===== config.mk =====
export PLATFORM = sky130hd
export DESIGN_NAME = shift_arbiter
export DESIGN_NICKNAME = d
export VERILOG_FILES = /design/src/rtl/shift_pkg.sv /design/src/rtl/shift_arbiter_shifter.sv /design/src/rtl/shift_arbiter.sv
export SDC_FILE = /design/constraint.sdc
export NUM_CORES = 1
export LEC_CHECK = 0
export CAP_MARGIN = 30
export CORE_ASPECT_RATIO = 1.25
export CORE_UTILIZATION = 40
export DETAILED_ROUTE_END_ITERATION = 16
export HOLD_SLACK_MARGIN = 0.03
export PLACE_DENSITY = 0.73
export SLEW_MARGIN = 10
export SYNTH_ARGS = -nofsm -noshare
export SYNTH_HDL_FRONTEND = slang
export SYNTH_SLANG_ARGS = --single-unit

===== constraint.sdc =====
create_clock -name clk -period 5.45 [get_ports clk]
set_input_delay 1.635 -clock clk [delete_from_list [all_inputs] [get_ports clk]]
set_output_delay 1.635 -clock clk [all_outputs]
set_load 0.03 [all_outputs]

===== src/rtl/shift_pkg.sv =====
`default_nettype none
// ============================================================================
// Package  : shift_pkg
// Shared widths, port indices and state encoding for the shifter arbiter.
// Revision : 1.0
// ============================================================================
package shift_pkg;

    localparam int XLEN     = 32;
    localparam int SHAMT_W  = 5;
    localparam int PORT_EXE = 0;
    localparam int PORT_LSU = 1;

    typedef enum logic [0:0] {
        ST_EMPTY = 1'b0,
        ST_FULL  = 1'b1
    } state_t;

endpackage
`default_nettype wire


===== src/rtl/shift_arbiter_shifter.sv =====
`default_nettype none
// ============================================================================
// Module   : shift_arbiter_shifter
// Combinational barrel shifter: SLL, SRL and SRA on a shared datapath.
// Revision : 1.0
// ============================================================================
module shift_arbiter_shifter
    import shift_pkg::*;
#(
    parameter int WIDTH = 32
) (
    input  logic [WIDTH-1:0]   ra,
    input  logic [SHAMT_W-1:0] shamt,
    input  logic               signd,
    input  logic               lsl,
    output logic [WIDTH-1:0]   result
);

    always_comb begin
        result = '0;
        if (lsl) begin
            result = ra << shamt;
        end else if (signd) begin
            result = WIDTH'($signed(ra) >>> shamt);
        end else begin
            result = ra >> shamt;
        end
    end

endmodule
`default_nettype wire


===== src/rtl/shift_arbiter.sv =====
`default_nettype none
// ============================================================================
// Module   : shift_arbiter
// Round-robin sharing of one shifter between execute and load/store ports.
// Revision : 1.0
// ============================================================================
module shift_arbiter
    import shift_pkg::*;
#(
    parameter int NPORTS = 2,
    parameter int XLEN   = 32
) (
    input  logic                      clk,
    input  logic                      rst,
    input  logic [NPORTS-1:0]         req_valid,
    output logic [NPORTS-1:0]         req_ready,
    input  logic [NPORTS*XLEN-1:0]    req_ra,
    input  logic [NPORTS*SHAMT_W-1:0] req_rb,
    input  logic [NPORTS-1:0]         req_signd,
    input  logic [NPORTS-1:0]         req_lsl,
    output logic [NPORTS-1:0]         resp_valid,
    input  logic [NPORTS-1:0]         resp_ready,
    output logic [XLEN-1:0]           resp_data,
    output logic                      busy
);

    state_t            state_q;
    state_t            state_d;
    logic              out_owner;
    logic [XLEN-1:0]   out_data;
    logic              last;

    logic              out_valid;
    logic              free;
    logic              any_req;
    logic              grant_port;
    logic              grant_fire;

    logic [XLEN-1:0]    sel_ra;
    logic [SHAMT_W-1:0] sel_rb;
    logic               sel_signd;
    logic               sel_lsl;
    logic [XLEN-1:0]    shift_result;

    assign out_valid = (state_q == ST_FULL);
    assign free      = !out_valid || resp_ready[out_owner];
    assign any_req   = |req_valid;

    // Round-robin: on contention the port that did not win last time goes.
    always_comb begin
        grant_port = 1'(PORT_EXE);
        if (&req_valid) begin
            grant_port = ~last;
        end else if (req_valid[PORT_LSU]) begin
            grant_port = 1'(PORT_LSU);
        end
    end

    assign grant_fire = free && any_req;

    always_comb begin
        sel_ra    = req_ra[PORT_EXE*XLEN +: XLEN];
        sel_rb    = req_rb[PORT_EXE*SHAMT_W +: SHAMT_W];
        sel_signd = req_signd[PORT_EXE];
        sel_lsl   = req_lsl[PORT_EXE];
        if (grant_port == 1'(PORT_LSU)) begin
            sel_ra    = req_ra[PORT_LSU*XLEN +: XLEN];
            sel_rb    = req_rb[PORT_LSU*SHAMT_W +: SHAMT_W];
            sel_signd = req_signd[PORT_LSU];
            sel_lsl   = req_lsl[PORT_LSU];
        end
    end

    shift_arbiter_shifter #(
        .WIDTH (XLEN)
    ) u_shifter (
        .ra     (sel_ra),
        .shamt  (sel_rb),
        .signd  (sel_signd),
        .lsl    (sel_lsl),
        .result (shift_result)
    );

    always_comb begin
        state_d = state_q;
        case (state_q)
            ST_EMPTY: begin
                if (grant_fire) begin
                    state_d = ST_FULL;
                end
            end
            ST_FULL: begin
                if (!grant_fire && resp_ready[out_owner]) begin
                    state_d = ST_EMPTY;
                end
            end
            default: state_d = ST_EMPTY;
        endcase
    end

    always_ff @(posedge clk) begin
        if (rst) begin
            state_q   <= ST_EMPTY;
            out_owner <= 1'b0;
            out_data  <= '0;
            last      <= 1'b1;
        end else begin
            state_q <= state_d;
            if (grant_fire) begin
                out_data  <= shift_result;
                out_owner <= grant_port;
                last      <= grant_port;
            end
        end
    end

    generate
        for (genvar p = 0; p < NPORTS; p++) begin : g_port
            assign req_ready[p]  = !rst && grant_fire && req_valid[p] && (grant_port == 1'(p));
            assign resp_valid[p] = out_valid && (out_owner == 1'(p));
        end
    endgenerate

    assign resp_data = out_data;
    assign busy      = out_valid;

endmodule
`default_nettype wire


==> impl_metrics.csv <==
group,metric,value,unit
synth,ys_warn_count,0,
sta,final.setup_skew,0.01057,ns
detailed_routing,drc,0,
synth,seq_area_frac_synth,10.15,%
setup_path,end_kind,"primary output",
clock_network,cts_made_buffers,5,
sta,fin_crit,4.758,ns
synth,syn_area,6903,sq um
cells_and_area,seq_area,700.7,sq um
power,vdd_drop_max,0.0001590,V
cells_and_area,final_cell_mix,"mux2i_1 (179), clkdlybuf4s50_1 (114), nand2_1 (93)",
synth,yosys.area.top_type,"mux2i_1",
sta,fin_crit_sh,87.30,%
cells_and_area,nets,1058,
run_status,status,"finished clean",
synth,syn_inst,882,
synth,synth_nets,966,
floorplan,io_pins,121,
setup_path,arrival,3.12,ns
place,gp_congestion,1.103,
clock_network,cts_max_path_buffers,2,
sta,setup_viol_count_final,0,
cells_and_area,layout-drive-gt1-share,14.77,%
synth,synth_flop_cell,"dfxtp_1",
setup_path,rr_startpoint,"last$_SDFFE_PP1P_",
min_path,min_to,"resp_data[4]$_SDFFE_PP0P_",
clock_network,post_cts_buffers,0,
sta,rsz0062_at_grt,"false",
global_routing,antenna_found_initial,0,
detailed_routing,first_iter_violations,1151,
global_routing,track_usage,33.89,%
setup_path,crit_required,3.82,ns
synth,synth.area.top_cells,"mux2i_1 (26%), dfxtp_1 (10%), mux2_2 (8.0%), nand2_1 (5.1%), a211oi_1 (5.0%)",
setup_path,r2r_slack,2.33,ns
setup_path,critPathKind,"in -> out",
sta,worst_slack,0.6920,ns
floorplan,die-area,17790,sq um
min_path,holdPathStages,2,
clock_network,clk_latency,0.30,ns
cells_and_area,final_common_cell,"mux2i_1",
setup_path,startpoint_type,"input port",
place,dp_hpwl,23540,um
job,max-cap-violations,0,
setup_path,r2r_end,"resp_data[29]$_SDFFE_PP0P_",
min_path,hold_path.class,"reg -> reg",
min_path,min_from,"resp_data[4]$_SDFFE_PP0P_",
sta,worst_pin_slew,0.8142,ns
synth,netlist.area_leader.share,25.96,%
power,p_leak,3.399,nW
synth,ys_async_sr_fraction,0,%
synth,synth_cell_type_count,71,
place,numPortBuffers,120,
detailed_routing,vias_per_cell,6.783,
synth,syn_area_per_cell,7.826,sq um
sta,slew_violations,0,
floorplan,die_height,148.9,um
detailed_routing,wirelength,31100,um
cells_and_area,syn2layout_area_growth,22.55,%
power,power.total,0.001743,W
clock_network,path_clk_slew,0.06,ns
global_routing,grt_pass1_vias,7689,
synth,ys_ff_latch,35,
detailed_routing,wl_per_cell,26.03,um
power,power-per-cell-area,206.1,nW/um^2
floorplan,core_area,16840,sq um
setup_path,crit_fanout,22,
detailed_routing,vias,8106,
cells_and_area,fill_cells,1686,
floorplan,rows,53,
sta,relSlewSlack,45.46,%
sta,fmaxAchievable,0.2102,GHz
global_routing,grt_pass1_wl,46320,um
sta,tns,0,ns
clock_network,cts-hold-fix-buffers,0,
floorplan,start_util,40.98,%
cells_and_area,antennaDiodeCount,0,
clock_network,cts_tree,"yes",
global_routing,grt_max_degree,62,
synth,synth_edf_count,0,
floorplan,fp.dieW,119.5,um
clock_network,cts_root_buf,"clkbuf_16",
clock_network,cts_resized,0,
cells_and_area,multi_input_area,5713,sq um
setup_path,worstRegToRegCells,8,
place,place_ws,0.5550,ns
detailed_routing,dr.pass1.iters,5,
clock_network,cts.sinks,35,
global_routing,grt.overflow.total,0,
clock_network,h-tree-depth,2,
sta,hold_violations,0,
detailed_routing,ant_nets,0,
cell type report:
cell class / count / area share [%]
Tap cell: 220 / 3.254
Timing Repair Buffer: 164 / 18.70
Clock inverter: 2 / 0.4141
Sequential cell: 35 / 8.283
Inverter: 4 / 0.1775
Clock buffer: 6 / 1.642
Multi-Input combinational cell: 764 / 67.53
flip-flops by register name, indices dropped and copies added, names as in the netlist:
signal	flops
resp_data	32
busy	1
last	1
out_owner	1
metrics by stage:
| stage | util, % | instance area [sq um] | instances | hold slack, ns |
|---|---|---|---|---|
| 6_report | 50.22 | 8459 | 1195 | 0.4659 |
| 5_1_grt | 50.22 | 8459 | 1195 | 0.5060 |
| 3_5_place_dp | 49.19 | 8285 | 1187 | 0.4494 |
| 2_1_floorplan | - | 6903 | 882 | 0.5247 |
| 3_3_place_gp | 49.19 | 8285 | 1187 | 0.4746 |
| 4_1_cts | 50.22 | 8459 | 1195 | 0.4638 |
Yosys cell counts (all sizes together) (2+ instances only):
library cell	n
nor2b	15
nor3	26
mux4	8
buf	62
a211o	3
mux2	53
nand2b	3
a221o	3
mux2i	186
nand3b	5
a21oi	51
and2	4
o211ai	9
nor3b	2
o2111ai	2
a311oi	11
a221oi	6
o31ai	5
o221ai	6
o22ai	7
a41oi	3
nand3	30
clkbuf	17
nor2	85
a2111oi	8
nand4	2
nor4	3
a31oi	14
dfxtp	35
o21bai	3
o2bb2ai	4
inv	3
nand2	93
o21ai	31
and3	4
a311o	2
or3	6
a211oi	47
a22oi	6
a21o	3
kinds of logic after synthesis:
kind of cell	after synthesis	share of synthesized area [%]
simple gates	282	18.62
flops	35	10.15
mux	247	39.46
buf+inv	83	7.577
compound gates	235	24.20
worst max-delay path, stage by stage:
cell and delay (ns):
clkdlybuf4s50_1 0.62, a21bo_4 0.45, and4b_1 0.25, buf_4 0.16
worst max-delay path by stage:
stage	start	end	slack, ns	depth (start not counted)
final	req_valid[0]	req_ready[0]	0.69	4
after global routing	req_valid[0]	resp_data[29]$_SDFFE_PP0P_	0.57	9
after CTS	req_valid[0]	req_ready[0]	0.71	4
after detailed placement	req_valid[0]	resp_data[29]$_SDFFE_PP0P_	0.56	9
after global placement	req_valid[0]	resp_data[29]$_SDFFE_PP0P_	0.59	9
after floorplan	req_valid[1]	req_ready[1]	0.37	8
metal layers:
layer	wire [um]	track usage, %
met1	12250	43.23
met2	13680	53.61
met3	3257	5.696
met4	1905	19.75
met5	0	0
power by group:
part | internal, W | leakage (nW) | switching (W)
clock network | 0.000228 | 0.0868 | 0.000126
logic | 0.000418 | 3.02 | 0.000659
registers | 0.000287 | 0.290 | 0.0000243
No activity file was read; power rests on OpenSTA's default activity.
